[src/rtl/freq_synth_gen.sv]
// freq_synth_gen: programmable square-wave source used as the known-frequency
// stimulus for the frequency meter input. Output frequency is Clk/period with
// a programmable high time. New settings arrive on a valid/ready handshake and
// only take effect on a period boundary, so Fxout never glitches.
//
// Optional build macro BURST_COUNT_EN adds Burst_len/Burst_done: the block
// runs Burst_len periods (0 = continuous) and then returns to idle on its own.
module freq_synth_gen #(
  parameter int unsigned CNT_W      = 32,
  parameter int unsigned MIN_PERIOD = 2
) (
  input  logic             Clk,
  input  logic             Rst_n,
  input  logic             Cfg_valid,
  output logic             Cfg_ready,
  input  logic [CNT_W-1:0] Cfg_period,
  input  logic [CNT_W-1:0] Cfg_high,
  input  logic             Enable,
  output logic             Fxout,
  output logic             Period_tick,
  output logic             Busy,
  output logic             Cfg_err
`ifdef BURST_COUNT_EN
  ,
  input  logic [CNT_W-1:0] Burst_len,
  output logic             Burst_done
`endif
);

  typedef enum logic [1:0] {
    ST_IDLE     = 2'd0,
    ST_RUN      = 2'd1,
    ST_STOPPING = 2'd2
  } state_e;

  typedef struct packed {
    logic [CNT_W-1:0] period;
    logic [CNT_W-1:0] high;
  } cfg_t;

  state_e           state_q, state_d;
  logic [CNT_W-1:0] cnt_q, cnt_d;
  cfg_t             active_q, active_d;
  cfg_t             pend_q, pend_d;
  logic             pend_vld_q, pend_vld_d;
  logic             fx_q, fx_d;
  logic             tick_q, tick_d;
  logic             busy_q, busy_d;
  logic             err_q, err_d;
  logic             ready_q, ready_d;

  cfg_t             cfg_in;
  logic             cfg_fire;
  logic             cfg_legal;
  logic             cfg_take;
  logic             at_boundary;
  logic             burst_fin;

`ifdef BURST_COUNT_EN
  logic [CNT_W-1:0] burst_len_q, burst_len_d;
  logic [CNT_W-1:0] burst_cnt_q, burst_cnt_d;
  logic             done_q, done_d;
`endif

  assign cfg_in.period = Cfg_period;
  assign cfg_in.high   = Cfg_high;

  // Handshake qualification and legality of the offered word
  assign cfg_fire  = Cfg_valid && ready_q;
  assign cfg_legal = (Cfg_period >= CNT_W'(MIN_PERIOD)) &&
                     (Cfg_high != '0) &&
                     (Cfg_high < Cfg_period);
  assign cfg_take  = cfg_fire && cfg_legal;

  // Last cycle of the current period; compare against period-1 to avoid overflow
  assign at_boundary = (state_q != ST_IDLE) &&
                       (cnt_q == (active_q.period - CNT_W'(1)));

`ifdef BURST_COUNT_EN
  // Final period of a finite burst; a lowered Enable takes precedence
  assign burst_fin = Enable && (burst_len_q != '0) &&
                     (burst_cnt_q == (burst_len_q - CNT_W'(1)));
`else
  assign burst_fin = 1'b0;
`endif

  // State, counter, config and output registers
  always_ff @(posedge Clk or negedge Rst_n) begin
    if (!Rst_n) begin
      state_q     <= ST_IDLE;
      cnt_q       <= '0;
      active_q    <= '0;
      pend_q      <= '0;
      pend_vld_q  <= 1'b0;
      fx_q        <= 1'b0;
      tick_q      <= 1'b0;
      busy_q      <= 1'b0;
      err_q       <= 1'b0;
      ready_q     <= 1'b1;
`ifdef BURST_COUNT_EN
      burst_len_q <= '0;
      burst_cnt_q <= '0;
      done_q      <= 1'b0;
`endif
    end else begin
      state_q     <= state_d;
      cnt_q       <= cnt_d;
      active_q    <= active_d;
      pend_q      <= pend_d;
      pend_vld_q  <= pend_vld_d;
      fx_q        <= fx_d;
      tick_q      <= tick_d;
      busy_q      <= busy_d;
      err_q       <= err_d;
      ready_q     <= ready_d;
`ifdef BURST_COUNT_EN
      burst_len_q <= burst_len_d;
      burst_cnt_q <= burst_cnt_d;
      done_q      <= done_d;
`endif
    end
  end

  // Next-state, counter, config handling and registered-output next values
  always_comb begin
    state_d     = state_q;
    cnt_d       = cnt_q;
    active_d    = active_q;
    pend_d      = pend_q;
    pend_vld_d  = pend_vld_q;
    err_d       = cfg_fire && !cfg_legal;
`ifdef BURST_COUNT_EN
    burst_len_d = burst_len_q;
    burst_cnt_d = burst_cnt_q;
    done_d      = 1'b0;
`endif

    case (state_q)
      ST_IDLE: begin
        cnt_d = '0;
        // A word parked on the final boundary is drained here; otherwise load directly
        if (pend_vld_q) begin
          active_d   = pend_q;
          pend_vld_d = 1'b0;
        end else if (cfg_take) begin
          active_d = cfg_in;
        end
        // Start only once a configuration has been loaded
        if (Enable && (active_q.period != '0)) begin
          state_d = ST_RUN;
`ifdef BURST_COUNT_EN
          burst_len_d = Burst_len;
          burst_cnt_d = '0;
`endif
        end
      end

      default: begin
        if (at_boundary) begin
          cnt_d = '0;
          if (pend_vld_q) begin
            active_d   = pend_q;
            pend_vld_d = 1'b0;
          end
          // Pending slot was empty, so a word taken now waits one more period
          if (cfg_take) begin
            pend_d     = cfg_in;
            pend_vld_d = 1'b1;
          end
          if (!Enable || burst_fin) begin
            state_d = ST_IDLE;
          end else begin
            state_d = ST_RUN;
          end
`ifdef BURST_COUNT_EN
          burst_cnt_d = burst_cnt_q + CNT_W'(1);
          done_d      = burst_fin;
`endif
        end else begin
          cnt_d = cnt_q + CNT_W'(1);
          if (cfg_take) begin
            pend_d     = cfg_in;
            pend_vld_d = 1'b1;
          end
          state_d = Enable ? ST_RUN : ST_STOPPING;
        end
      end
    endcase

    // Outputs follow the counter value of the coming cycle
    fx_d    = (state_d != ST_IDLE) && (cnt_d < active_d.high);
    tick_d  = (state_d != ST_IDLE) &&
              (cnt_d == (active_d.period - CNT_W'(1)));
    busy_d  = (state_d != ST_IDLE);
    ready_d = !pend_vld_d;
  end

  assign Fxout       = fx_q;
  assign Period_tick = tick_q;
  assign Busy        = busy_q;
  assign Cfg_err     = err_q;
  assign Cfg_ready   = ready_q;
`ifdef BURST_COUNT_EN
  assign Burst_done  = done_q;
`endif

endmodule
[config.mk]
export PLATFORM = sky130hd
export DESIGN_NAME = freq_synth_gen
export DESIGN_NICKNAME = d
export VERILOG_FILES = /design/src/rtl/freq_synth_gen.sv
export SDC_FILE = /design/constraint.sdc
export NUM_CORES = 1
export LEC_CHECK = 0
export BUFFER_PORTS_ARGS = -buffer_cell sky130_fd_sc_hd__buf_2
export CORE_ASPECT_RATIO = 1.4
export CORE_MARGIN = 2
export CORE_UTILIZATION = 55
export DETAILED_ROUTE_END_ITERATION = 12
export GPL_TIMING_DRIVEN = 0
export PLACE_DENSITY_LB_ADDON = 0.25
export SKIP_CTS_REPAIR_TIMING = 1
export SLEW_MARGIN = 25
export SYNTH_ARGS = -nofsm -noshare
export SYNTH_HDL_FRONTEND = slang
export SYNTH_SLANG_ARGS = --single-unit
[constraint.sdc]
create_clock -name Clk -period 16.75 [get_ports Clk]
set_clock_uncertainty 0.2 [all_clocks]
set_input_delay 3.35 -clock Clk [delete_from_list [all_inputs] [get_ports Clk]]
set_output_delay 3.35 -clock Clk [all_outputs]
set_load 0.005 [all_outputs]
==> flow_summary.toml <==
[synth]
ys_seq_elements = 168
synth-main-ff-cell = "dfrtp_1"
muxShareOfSynthArea = 0.03709
synth_adder_area_share = 0.07153
syn-num-nets = 1382
synth_area_leaders = "dfrtp_1 37%, ha_1 7.2%, xnor2_1 4.8%, o21ai_0 4.4%, nand2_1 3.5%"
synth_top_area_cell = "dfrtp_1"
synth_compound_area_frac = 0.1881
syn_avg_cell_area_um2 = 9.103
synth_top_family_by_area = "simple AND/OR/NAND/NOR gates"
async_flop_share = 1.000
yosys.area_share.simple = 0.1964
synth_xor_area_frac = 0.08088
synth_edf_count = 0
synth-seq-area-share = 0.3699
synthCells = 1249
synth_top_area_frac = 0.3676
synth_area_um2 = 11370
yosys_warnings = 0
synthDistinctLibCells = 90

[power]
leakage_nw = 5.563
irDropWorstVdd_v = 0.0001096
p_per_area_nw_per_um2 = 136.9

[detailed_routing]
vias = 9983
drc = 0
post_drt_wl_per_cell_um = 21.16
avgViaCountPerCell = 6.201
final_antenna_net_count = 0
routed_wl_um = 34070
drt-initial-drc-count = 718
firstDrtPassIters = 5

[cts]
numCtsBuffers = 17
root_buffer = "clkbuf_16"
cts.clk_slew.worst_paths_ns = 0.06
cts.htree.levels = 4
clk_latency_ns = 0.44
clock_sinks = 168
cts_buffer_depth = 2
tritoncts = "built"

[sta]
fin_crit_sh = 0.5753
rsz0062_at_grt = "no"
hold_viol = 0
finalWorstSetupSlack_ns = 7.114
fin_crit_ns = 9.636
setup_viol = 0
max-slew-margin-rel = 0.2355
clock.fmax_ghz = 0.1038
max_slew.worst_pin.slew_ns = 1.135
finalSetupTns_ns = 0
maxSlewViolCount = 0

[status]
status = "finished, final reports clean"

[die]
rows = 62
die_x_um = 125.5
die_area_um2 = 21850
coreArea_um2 = 20400
start_util = 0.5573
die_h_um = 174.1
io_pins = 73

[global_routing]
grt_max_degree = 62
grt_pass1_wl_um = 54060
antenna_found_initial = 0
grt_pass1_vias = 9969
grt_overflow = 0
gr-usage-all-layers = 0.3189

[placement]
detailedPlace.worstSlack_ns = 6.743
hpwlAfterDp_um = 27430
place_congestion = 0.9508
io_buffers = 72

[worst_setup_path]
cp_slowest_cell = "o311ai_2"
cp.required_ns = 16.90
end_kind = "flop"
start_kind = "input port"
crit_type = "in -> reg"
max_stage_delay_ns = 0.69
cp_max_fo = 10
cp.arrival_ns = 9.78

[cells_and_area]
final_util = 0.6236
drive_gt1_frac = 0.1425
nets = 1475
synthToLayoutAreaGrowth_pct = 11.91
final_common_cell = "dfrtp_1"
layout_common_cells = "167 x dfrtp_1, 105 x nand2_1, 101 x o21ai_0, 95 x inv_1, 92 x nor2_1"
antenna_cells = 0

[run]
maxCapViolCount = 0

[worst_hold_path]
min_path_type = "reg -> reg"
==> per-stage QoR <==
step           hold WS, ns  cells  total power [mW]  area [um^2]
2_1_floorplan       0.2501   1249             1.124        11370
3_3_place_gp        0.2644   1577             1.303        12050
3_5_place_dp        0.2709   1579             1.327        12130
4_1_cts             0.2853   1610             1.734        12720
5_1_grt             0.3090   1610             1.852        12720
6_report            0.2832   1610             1.741        12720
==> sequential cells by signal, summed over array words and instances, names as in the netlist <==
name         count
state_q          2
Busy             1
pend_vld_q       1
Cfg_err          1
Period_tick      1
cnt_q           32
Fxout            1
active_q        64
pend_q          64
Cfg_ready        1
==> worst max-delay path, delay by kind of cell <==
family	cells	cell delay (ns)
buf+inv	4	1.24
compound gates	12	3.39
fa+ha+maj	2	0.64
simple gates	7	1.13
==> cell usage after synthesis (all sizes together) (8+ instances only) <==
cell type,n
or3,11
nand4,32
buf,22
o211ai,11
clkbuf,32
and3,13
o21ai,105
xor2,40
a21o,15
nor3,24
nor4,32
o22a,33
inv,96
mux2,33
nor2,93
nand4b,8
nand2,105
nand2b,12
nand3,32
a21oi,43
dfrtp,167
ha,65
o221ai,10
a31oi,11
xnor2,62
==> logic make-up after synthesis <==
group	count (synthesis)
flip-flops	168
adder cells (fa/ha/maj)	65
XOR/XNOR	103
AND/OR/NAND/NOR	413
AO/OA/AOI/OAI	312
buffers and inverters	150
multiplexers	38
==> final timing paths <==
kind	start	cells past startpoint	endpoint	slack, ns
setup / recovery	Cfg_period[1]	25	Fxout	7.11
hold / removal	pend_q[52]	2	pend_q[52]	0.28
setup reg to reg	active_q[32]	27	Fxout	9.21
hold reg to reg	pend_q[52]	2	pend_q[52]	0.28
max in group asynchronous	Rst_n	3	state_q[1]	12.79
min in group asynchronous	Rst_n	1	active_q[2]	2.61
==> area by class of cell <==
type                            count  area, um^2
Buffer                             54       277.8
Clock buffer                       21       450.4
Clock inverter                     10       143.9
Fill cell                        1798        7679
Inverter                           96       360.3
Multi-Input combinational cell    931        6540
Sequential cell                   168        4205
Tap cell                          256       320.3
Timing Repair Buffer               74       425.4
==> report_power, final <==
part / switching, mW / leakage (nW) / total [mW] / internal [mW]
Combinational: 0.402 / 3.24 / 0.691 / 0.290
Clock: 0.168 / 0.280 / 0.406 / 0.238
Sequential: 0.107 / 2.04 / 0.644 / 0.537
==> metal layers <==
metal	up-vias	GRT usage	part of all wire	routed length, um
met5	-	0	0	0
li1	4750	-	-	-
met3	99	0.03755	0.045	1541
met1	4808	0.4097	0.42	14150
met4	0	0.1736	0.056	1910
met2	326	0.5250	0.48	16470
No activity file was read; power rests on OpenSTA's default activity.
